`src/rtl/rv32i_lsu.sv`:
```
// MEM-stage load/store unit: drives a word-addressed memory port and returns extended load data.
// Optional macro RV32I_LSU_MISALIGN_TRAP_EN turns misaligned half/word accesses into error responses.
module rv32i_lsu #(
    parameter int TIMEOUT = 0
) (
    input  logic        clk,
    input  logic        rst,
    input  logic        req_valid,
    output logic        req_ready,
    input  logic        req_read,
    input  logic        req_write,
    input  logic [2:0]  funct3,
    input  logic [31:0] addr,
    input  logic [31:0] wdata,
    output logic        resp_valid,
    output logic        resp_err,
    output logic [31:0] rdata,
    output logic [31:0] mem_address,
    output logic        mem_read,
    output logic        mem_write,
    output logic [3:0]  mem_byte_enable,
    output logic [31:0] mem_wdata,
    input  logic [31:0] mem_rdata,
    input  logic        mem_resp
);

    typedef enum logic [1:0] {IDLE, ACCESS, RESP} state_t;

    localparam logic [31:0] TO_LAST = 32'(TIMEOUT - 1);

    state_t      r_state, w_state;
    logic [1:0]  r_off, w_off;
    logic [2:0]  r_f3, w_f3;
    logic        r_write, w_write;
    logic [31:0] r_cnt, w_cnt;
    logic [31:0] r_rdata, w_rdata;
    logic        r_err, w_err;
    logic        r_mrd, w_mrd;
    logic        r_mwr, w_mwr;
    logic [31:0] r_maddr, w_maddr;
    logic [3:0]  r_be, w_be;
    logic [31:0] r_mwd, w_mwd;
    logic [3:0]  w_st_be;
    logic [31:0] w_st_wd;
    logic        w_mis;

    function automatic logic [31:0] load_ext(input logic [2:0] f3, input logic [1:0] off,
                                             input logic [31:0] d);
        logic [7:0]  b;
        logic [15:0] h;
        b = d[{off, 3'b000} +: 8];
        h = off[1] ? d[31:16] : d[15:0];
        case (f3)
            3'b000:  return {{24{b[7]}}, b};
            3'b100:  return {24'b0, b};
            3'b001:  return {{16{h[15]}}, h};
            3'b101:  return {16'b0, h};
            default: return d;
        endcase
    endfunction

    // Store lane placement; anything that is not sb/sh is treated as a full word.
    always_comb begin
        w_st_be = 4'b1111;
        w_st_wd = wdata;
        case (funct3)
            3'b000: begin
                w_st_be = 4'b0001 << addr[1:0];
                w_st_wd = wdata << {addr[1:0], 3'b000};
            end
            3'b001: begin
                w_st_be = addr[1] ? 4'b1100 : 4'b0011;
                w_st_wd = addr[1] ? {wdata[15:0], 16'b0} : wdata;
            end
            default: ;
        endcase
    end

`ifdef RV32I_LSU_MISALIGN_TRAP_EN
    always_comb begin
        w_mis = 1'b0;
        if (req_write) begin
            if (funct3 == 3'b001)      w_mis = addr[0];
            else if (funct3 != 3'b000) w_mis = |addr[1:0];
        end else begin
            if (funct3 == 3'b001 || funct3 == 3'b101) w_mis = addr[0];
            else if (funct3 == 3'b010)                w_mis = |addr[1:0];
        end
    end
`else
    assign w_mis = 1'b0;
`endif

    always_comb begin
        w_state = r_state;
        w_off   = r_off;
        w_f3    = r_f3;
        w_write = r_write;
        w_cnt   = r_cnt;
        w_rdata = r_rdata;
        w_err   = r_err;
        w_mrd   = r_mrd;
        w_mwr   = r_mwr;
        w_maddr = r_maddr;
        w_be    = r_be;
        w_mwd   = r_mwd;
        case (r_state)
            IDLE: begin
                if (req_valid && (req_read || req_write)) begin
                    w_off   = addr[1:0];
                    w_f3    = funct3;
                    w_write = req_write;
                    w_cnt   = '0;
                    w_rdata = '0;
                    w_maddr = {addr[31:2], 2'b00};
                    w_be    = req_write ? w_st_be : 4'b0000;
                    w_mwd   = req_write ? w_st_wd : 32'b0;
                    if (w_mis) begin
                        w_err   = 1'b1;
                        w_state = RESP;
                    end else begin
                        w_err   = 1'b0;
                        w_mrd   = ~req_write;
                        w_mwr   = req_write;
                        w_state = ACCESS;
                    end
                end
            end
            ACCESS: begin
                // A response arriving on the timeout cycle still completes normally.
                if (mem_resp) begin
                    w_mrd   = 1'b0;
                    w_mwr   = 1'b0;
                    w_rdata = r_write ? 32'b0 : load_ext(r_f3, r_off, mem_rdata);
                    w_state = RESP;
                end else if (TIMEOUT > 0 && r_cnt == TO_LAST) begin
                    w_mrd   = 1'b0;
                    w_mwr   = 1'b0;
                    w_rdata = '0;
                    w_err   = 1'b1;
                    w_state = RESP;
                end else begin
                    w_cnt = r_cnt + 32'd1;
                end
            end
            RESP:    w_state = IDLE;
            default: w_state = IDLE;
        endcase
    end

    always_ff @(posedge clk or negedge rst) begin
        if (!rst) begin
            r_state <= IDLE;
            r_off   <= '0;
            r_f3    <= '0;
            r_write <= 1'b0;
            r_cnt   <= '0;
            r_rdata <= '0;
            r_err   <= 1'b0;
            r_mrd   <= 1'b0;
            r_mwr   <= 1'b0;
            r_maddr <= '0;
            r_be    <= '0;
            r_mwd   <= '0;
        end else begin
            r_state <= w_state;
            r_off   <= w_off;
            r_f3    <= w_f3;
            r_write <= w_write;
            r_cnt   <= w_cnt;
            r_rdata <= w_rdata;
            r_err   <= w_err;
            r_mrd   <= w_mrd;
            r_mwr   <= w_mwr;
            r_maddr <= w_maddr;
            r_be    <= w_be;
            r_mwd   <= w_mwd;
        end
    end

    assign req_ready       = (r_state == IDLE);
    assign resp_valid      = (r_state == RESP);
    assign resp_err        = (r_state == RESP) && r_err;
    assign rdata           = r_rdata;
    assign mem_address     = r_maddr;
    assign mem_read        = r_mrd;
    assign mem_write       = r_mwr;
    assign mem_byte_enable = r_be;
    assign mem_wdata       = r_mwd;

endmodule

```
`config.mk`:
```
export PLATFORM = sky130hd
export DESIGN_NAME = rv32i_lsu
export DESIGN_NICKNAME = d
export VERILOG_FILES = /design/src/rtl/rv32i_lsu.sv
export SDC_FILE = /design/constraint.sdc
export NUM_CORES = 1
export LEC_CHECK = 0
export BUFFER_PORTS_ARGS = -buffer_cell sky130_fd_sc_hd__buf_4
export CAP_MARGIN = 20
export CORE_UTILIZATION = 40
export DETAILED_ROUTE_END_ITERATION = 12
export PLACE_DENSITY = 0.68
export SLEW_MARGIN = 20
export SYNTH_ARGS = -nofsm -noshare
export SYNTH_HDL_FRONTEND = slang
export SYNTH_SLANG_ARGS = --single-unit
```
`constraint.sdc`:
```
create_clock -name clk -period 2.11 [get_ports clk]
set_input_delay 0.5275 -clock clk [delete_from_list [all_inputs] [get_ports clk]]
set_output_delay 0.5275 -clock clk [all_outputs]
set_load 0.03 [all_outputs]
```
# Yosys cells after proc, flatten, opt, wreduce, memory -nomap -nowiden
# Index checks and enable logic that the tools add are counted.
[op_classes]
eq_ne = 8
shifts = 3
mux = 20
n_bitwise = 1
reduce_logical = 9
[op_table]
columns = ["op", "count"]
rows = [
  ["2-to-1 mux 32 bit", 5],
  ["case mux 32 bit (2 select lines)", 2],
  ["case mux 32 bit (4 select lines)", 1],
  ["variable part select 32 x 6 -> 8 bit", 1],
  ["<< shifter 32 x 5 -> 32 bit", 1],
  ["2-to-1 mux 16 bit", 1],
  ["2-to-1 mux 4 bit", 2],
  ["case mux 4 bit (2 select lines)", 1],
  ["== test 3 x 1 -> 1 bit (second input constant)", 2],
  ["== test 3 bit (second input constant)", 2],
  ["zero test 3 bit", 2],
  ["2-to-1 mux 2 bit", 2],
  ["case mux 1 bit (2 select lines)", 2],
  ["case mux 2 bit (2 select lines)", 1],
  ["AND reduction 2 bit", 2],
  ["<< shifter 1 x 2 -> 4 bit (first input constant)", 1],
  ["2-to-1 mux 1 bit", 3],
  ["AND reduction 3 bit", 1],
  ["== test 2 x 1 -> 1 bit (second input constant)", 1],
  ["== test 2 bit (second input constant)", 1],
  ["zero test 2 bit", 1],
  ["inequality test 2 x 1 -> 1 bit (second input constant)", 1],
  ["inequality test 2 bit (second input constant)", 1],
  ["nonzero test 2 bit", 1],
  ["other kinds (3)", 3],
]
[totals]
reg_bits = 108
in_bits = 105
out_inout_bits = 105

# Longest topological paths before layout
# Gate-level depths: netlist of the first run.
[logic_depth]
word_depth = 5
ltp_mapped = 7
ltp_nobuf = 5

# Least setup slack after synthesis of the first run
# Ideal clock, no wire load.
[synth_timing]
path_kind = "input port to flip-flop"
from = "in addr[0]"
to = "reg r_mwd[27] (netlist: mem_wdata[27])"
t_arrival_ns = 1.740
required_ns = 1.989
setup_slack_ns = 0.249
cell_stages = 7
path_buffers = 2
path_cell_list = "nor2b_1 > clkbuf_1 > buf_2 > mux2i_1 > a2bb2oi_1 > o21ai_0 > a22o_1"
[synth_via]
elab_chain_cells = 3
[synth_rtl]
columns = ["element", "line_no", "rtl"]
rows = [
  ["start, declared", "13", "input logic [31:0] addr,"],
  ["<< shifter 32 x 5 -> 32 bit", "69", "w_st_wd = wdata << {addr[1:0], 3'b000};"],
  ["case mux 32 bit (2 select lines)", "66", "case (funct3)"],
  ["2-to-1 mux 32 bit", "117", "w_mwd = req_write ? w_st_wd : 32'b0;"],
  ["end signal, assigned", "177", "r_mwd <= w_mwd;"],
  ["end, declared", "42", "logic [31:0] r_mwd, w_mwd;"],
]
# No other way between the ends.
# A chain may end at the register's enable or synchronous reset.

# Worst setup path in the final report of the first run
[layout_timing]
from = "reg r_state[1]"
to = "reg r_rdata[2] (netlist: rdata[2])"
[layout_via]
elab_chain_cells = 3
[layout_rtl]
columns = ["element", "line_no", "rtl"]
rows = [
  ["start, declared", "31", "state_t r_state, w_state;"],
  ["start signal, assigned", "166", "r_state <= w_state;"],
  ["== test 2 x 1 -> 1 bit / zero test 2 bit (equally long branches)", "-", ""],
  ["inequality test 2 bit (no source line), or another cell as far along", "-", ""],
  ["AND reduction 3 bit (no source line)", "-", ""],
  ["end signal, assigned", "171", "r_rdata <= w_rdata;"],
  ["end, declared", "36", "logic [31:0] r_rdata, w_rdata;"],
]
# Several ways; a longest one is shown, not always the timed one.

==> results of run 1 <==
## logic make-up after synthesis
group,count (synthesis),synth area share
simple gates,120,0.104
flops,108,0.520
compound gates,145,0.204
buf+inv,56,0.0484
other cells,1,0.000722
mux,59,0.124
## synthesized netlist by cell type, types with 2 or more instances
master     count  share of area
a22oi_1        8          0.012
o221ai_1       3         0.0051
a31oi_1        4         0.0048
a21oi_1       14          0.013
buf_4          3         0.0043
and2_1         3         0.0036
nor3_1        11          0.011
nand2b_1       4         0.0048
dfrtp_1      108           0.52
buf_2          6         0.0058
nand2_1       73          0.053
buf_6          3         0.0065
mux2i_1       18          0.035
a22o_1        18          0.030
inv_1         13         0.0094
nor2_1        15          0.011
or3_1          2         0.0024
a221oi_1      16          0.027
or2_2          2         0.0024
nor2b_1        3         0.0036
a2bb2oi_1      7          0.012
o21ai_0       41          0.039
mux2_2        41          0.089
a221o_1       21          0.040
a21o_1         9          0.013
buf_1          3         0.0022
nor3b_1        2         0.0029
clkbuf_1      28          0.020
## stage by stage
stage                     instance area, µm²  worst slack, ns
after floorplan                         5200            0.249
after global placement                  7040           0.0300
after detailed placement                7040          -0.0601
after CTS                               7350            0.199
after global routing                    7350           0.0863
final                                   7350            0.193
## power groups by stage
stage	combinational [µW]	sequential [µW]	clock [µW]
CTS	4010	3110	1730
global placement	3950	3120	0
floorplan	1240	4260	0
detailed placement	4010	3130	0
global route	4250	3170	1810
finish	3980	3100	1690
## routing by layer
| metal | part of all wire | routed length [µm] | vias to the layer above | track usage |
|---|---|---|---|---|
| li1 | - | - | 2189 | - |
| met1 | 0.41 | 6240 | 2313 | 0.287 |
| met2 | 0.49 | 7390 | 195 | 0.384 |
| met3 | 0.087 | 1320 | 24 | 0.0654 |
| met4 | 0.018 | 278 | 0 | 0.0769 |
| met5 | 0 | 0 | - | 0 |
## final cells by class
cell class | instances | share of cell area
Clock buffer | 11 | 0.0330
Multi-Input combinational cell | 327 | 0.307
Inverter | 13 | 0.00664
Clock inverter | 4 | 0.00664
Timing Repair Buffer | 236 | 0.249
Sequential cell | 108 | 0.368
Tap cell | 172 | 0.0293
## how the worst max path moves through the flow
stage / slack (ns) / endpoint / from
after global placement: 0.03 / rdata[25] / mem_rdata[31]
after floorplan: 0.25 / mem_wdata[27] / addr[0]
after detailed placement: -0.06 / rdata[22] / mem_rdata[31]
final: 0.19 / rdata[2] / r_state[1]
after global routing: 0.09 / mem_wdata[12] / r_state[1]
after CTS: 0.20 / rdata[2] / r_state[1]
## sequential cells by signal, summed over array words and instances, names as in the netlist
name	flops
r_write	1
mem_byte_enable	4
mem_wdata	32
mem_address	30
r_off	2
mem_write	1
r_state	2
mem_read	1
r_f3	3
rdata	32
==> flow_metrics.py, run 1 <==
metrics = {
    "clock_network": {
        "cts_root_buf": "clkbuf_16",
        "cts_setup_buffers": 1,
        "post_cts_resized": 0,
        "clkLatencyLatePin_ns": 0.35,
        "postCtsHoldBufs": 0,
        "h-tree-depth": 3,
        "cts_sinks": 108,
        "cts_buffers": 9,
        "clock_path_buffers": 2,
        "clk_pin_slew_ns": 0.08,
        "tritoncts": "yes",
    },
    "route": {
        "dr.pass1.iters": 5,
        "drcViolationCount": 0,
        "route.final.wire_length_um": 15200,
        "via_per_inst": 5.42,
        "antenna_left": 0,
        "num_vias": 4721,
        "drtIter0Drc": 264,
        "wire_per_inst_um": 17.5,
    },
    "floorplan": {
        "placeableCoreArea_um2": 12600,
        "initial_core_util": 0.412,
        "die_x_um": 116,
        "die_area_um2": 13500,
        "die_y_um": 116,
        "io_pins": 210,
        "rows": 41,
    },
    "layout": {
        "area_growth_pct": 41.5,
        "mostFrequentLayoutCell": "buf_4",
        "multiInputGateArea_um2": 2260,
        "stdcell_count": 871,
        "fin_nets": 800,
        "ff_latch_area_um2": 2700,
        "layout_common_cells": "buf_4 (231), dfrtp_1 (108), nand2_1 (73)",
        "drive_above_1_share": 0.425,
        "n_antenna_cell": 0,
        "num-fill-cells": 1123,
        "final_util": 0.583,
    },
    "critical_path": {
        "crit_family": "simple AND/OR/NAND/NOR gates",
        "path_max_fanout": 33,
        "cp.depth": 5,
        "cp_num_buf_inv": 1,
        "reg2reg_depth": 5,
        "slowest_delay_ns": 0.51,
        "path_cells": "nor3b_1 -> o21ai_4 -> and2_1 -> buf_12 -> a221o_1",
        "critPathKind": "reg2reg",
        "crit_path_end_kind": "register",
        "required_ns": 2.33,
        "worstReg2RegEnd": "rdata[2]",
        "crit_path_start_kind": "register",
        "r2r_setup_slack_ns": 0.19,
        "cp_slowest_cell": "nor3b_1",
        "rr_startpoint": "r_state[1]",
        "cp.arrival_ns": 2.14,
    },
    "timing": {
        "worstMarginPinSlew_ns": 0.583,
        "setup_tns_ns": 0,
        "hold_slack_ns": 0.181,
        "rsz0062_at_grt": "false",
        "fin_skew_ns": 0.0165,
        "report.final.slew_viol_count": 0,
        "max_freq_mhz": 522,
        "hold_viol_final": 0,
        "setup_viol": 0,
        "relSlewSlack": 0.611,
        "period_share": 0.909,
        "finalCriticalPeriod_ns": 1.92,
    },
    "yosys": {
        "yosysWarnings": 0,
        "ys_seq_area_frac": 0.520,
        "syn_area_per_cell_um2": 10.6,
        "ys.flop_type": "dfrtp_1",
        "async_reset_ff_frac": 1.00,
        "synth_cell_type_count": 38,
        "syn-cell-area_um2": 5200,
        "synth-edff-count": 0,
        "synth_cells": 489,
        "synth_seq_cells": 108,
    },
    "place": {
        "dp_hpwl_um": 11500,
        "gp_congestion": 0.898,
        "io_buffers": 206,
        "dp_cells": 855,
    },
    "power": {
        "pwr-share-comb": 0.453,
        "power_uw": 8770,
        "p_switching_uw": 3480,
        "switching_share": 0.396,
        "pwr-share-seq": 0.354,
        "internal-power_uw": 5300,
        "p_per_area_nw_per_um2": 1190,
        "p_leak_uw": 0.00366,
        "clkPwrFrac": 0.193,
        "max-vdd-ir-drop_mv": 0.618,
    },
    "global_route": {
        "track_usage": 0.230,
        "grt_max_degree": 44,
        "antenna_found_initial": 0,
        "grt_pass1_wl_um": 23700,
        "overflow": 0,
        "first_global_vias": 4725,
    },
    "worst_hold_path": {
        "hold_path_class": "in2async",
    },
    "status": {
        "status": "completed",
    },
    "job": {
        "maxCapViolCount": 0,
    },
}
No activity file was read; power rests on OpenSTA's default activity.
==> inputs of run 2 (changes only) <==
- CORE_UTILIZATION: 40 -> 49
- PLACE_DENSITY: 0.68 -> 0.81
==> run 2 against run 1 <==
Against the previous run: setup slack improved by 0.11 ns; clock power decreased by 27%; register-to-register slack improved by 0.11 ns; hold slack improved by 0.17 ns; critical endpoint is now mem_wdata[30]; largest cell class unchanged; highest routed layer unchanged.
==> flow_metrics.py, run 2 (synthesized netlist as in run 1, its figures left out) <==
metrics = {
    "power": {
        "p_leak_uw": 0.00360,
        "pwr-share-seq": 0.372,
        "p_per_area_nw_per_um2": 1150,
        "clkPwrFrac": 0.149,
        "switching_share": 0.420,
        "pwr-share-comb": 0.479,
        "p_switching_uw": 3490,
        "internal-power_uw": 4830,
        "max-vdd-ir-drop_mv": 0.553,
    },
    "timing": {
        "report.final.slew_viol_count": 0,
        "setup_viol": 0,
        "worstMarginPinSlew_ns": 0.718,
        "fin_skew_ns": 0.00919,
        "finalCriticalPeriod_ns": 1.80,
        "fin_ws_ns": 0.307,
        "rsz0062_at_grt": "false",
        "period_share": 0.854,
        "max_freq_mhz": 555,
        "hold_viol_final": 0,
        "hold_slack_ns": 0.350,
        "relSlewSlack": 0.519,
    },
    "layout": {
        "drive_above_1_share": 0.424,
        "mostFrequentLayoutCell": "buf_4",
        "area_growth_pct": 38.7,
        "ff_latch_area_um2": 2700,
        "layout_common_cells": "buf_4 (227), dfrtp_1 (108), nand2_1 (73)",
        "fin_nets": 798,
        "multiInputGateArea_um2": 2260,
        "n_antenna_cell": 0,
        "stdcell_count": 834,
        "final_util": 0.698,
        "num-fill-cells": 811,
    },
    "status": {
        "status": "completed",
    },
    "critical_path": {
        "crit_path_start_kind": "register",
        "cp.arrival_ns": 2.06,
        "crit_path_end_kind": "register",
        "slowest_delay_ns": 0.41,
        "critPathKind": "reg2reg",
        "cpMostUsedCell": "buf_4",
        "required_ns": 2.37,
        "path_max_fanout": 26,
        "path_cells": "nor3b_1 -> buf_4 -> o21ai_4 -> buf_4 -> buf_4 -> a221o_1",
        "cp_slowest_cell": "dfrtp_1",
    },
    "global_route": {
        "overflow": 0,
        "antenna_found_initial": 0,
        "track_usage": 0.273,
        "grt_pass1_wl_um": 23600,
        "first_global_vias": 4679,
        "grt_max_degree": 37,
    },
    "route": {
        "num_vias": 4786,
        "via_per_inst": 5.74,
        "wire_per_inst_um": 17.7,
        "antenna_left": 0,
        "dr.pass1.iters": 5,
        "drcViolationCount": 0,
        "drtIter0Drc": 206,
        "route.final.wire_length_um": 14700,
    },
    "clock_network": {
        "tritoncts": "yes",
        "cts_root_buf": "clkbuf_8",
        "h-tree-depth": 3,
        "clk_pin_slew_ns": 0.11,
        "post_cts_resized": 0,
        "cts_buffers": 9,
        "cts_sinks": 108,
        "clock_path_buffers": 2,
        "clkLatencyLatePin_ns": 0.37,
    },
    "place": {
        "dp_cells": 816,
        "dp_hpwl_um": 10900,
        "gp_congestion": 0.873,
        "io_buffers": 206,
        "dp_slack_ns": -0.0752,
    },
    "job": {
        "maxCapViolCount": 0,
    },
    "floorplan": {
        "die_y_um": 105,
        "rows": 37,
        "io_pins": 210,
        "placeableCoreArea_um2": 10300,
        "die_area_um2": 11000,
        "die_x_um": 105,
        "initial_core_util": 0.503,
    },
    "worst_hold_path": {
        "hold_path_class": "in2reg",
    },
}
## run 2: what timing repair did
| action | CTS | global route |
|---|---|---|
| setup buffers | 0 | 1 |
| hold endpoints to repair | 7 | 0 |
| hold buffers | 1 | 0 |
| setup endpoints to repair | 0 | 16 |
## run 2: worst paths after layout
kind / startpoint / depth (start not counted) / slack [ns] / to
hold reg to reg: rdata[3] / 2 / 0.48 / rdata[3]
setup reg to reg: r_state[1] / 6 / 0.31 / mem_wdata[30]
hold / removal: mem_resp / 2 / 0.35 / r_state[0]
setup / recovery: r_state[1] / 6 / 0.31 / mem_wdata[30]
min in group asynchronous: rst / 2 / 0.54 / mem_address[29]
max in group asynchronous: rst / 3 / 0.99 / rdata[19]
## run 2: power by group through the flow
stage	clock (µW)	combinational, µW	sequential [µW]
2_1_floorplan	0	1240	4260
3_3_place_gp	0	3930	3100
3_5_place_dp	0	4000	3130
4_1_cts	1270	4000	3100
5_1_grt	1360	4210	3170
6_report	1240	3980	3100
## run 2: final cells by class
| class | count | share of cell area |
|---|---|---|
| Tap cell | 136 | 0.0236 |
| Clock inverter | 6 | 0.00764 |
| Inverter | 13 | 0.00677 |
| Sequential cell | 108 | 0.375 |
| Clock buffer | 10 | 0.0191 |
| Multi-Input combinational cell | 327 | 0.314 |
| Timing Repair Buffer | 234 | 0.254 |
## run 2: through the flow
stage               area (µm²)  setup TNS, ns  total power, µW
global route              7210              0             8740
global placement          6990              0             7030
floorplan                 5200              0             5510
finish                    7210              0             8320
CTS                       7190              0             8360
detailed placement        6990         -0.992             7130
## run 2: metal layers
metal / routed length (µm) / track usage
met3: 1270 / 0.0686
met2: 7140 / 0.456
met4: 398 / 0.0946
met5: 0 / 0
met1: 5940 / 0.344
## run 2: critical path, delay by kind of cell (launching register included)
kind	cells	cell delay, ns
buf+inv	3	0.64
compound gates	2	0.43
simple gates	1	0.21
flops	1	0.41
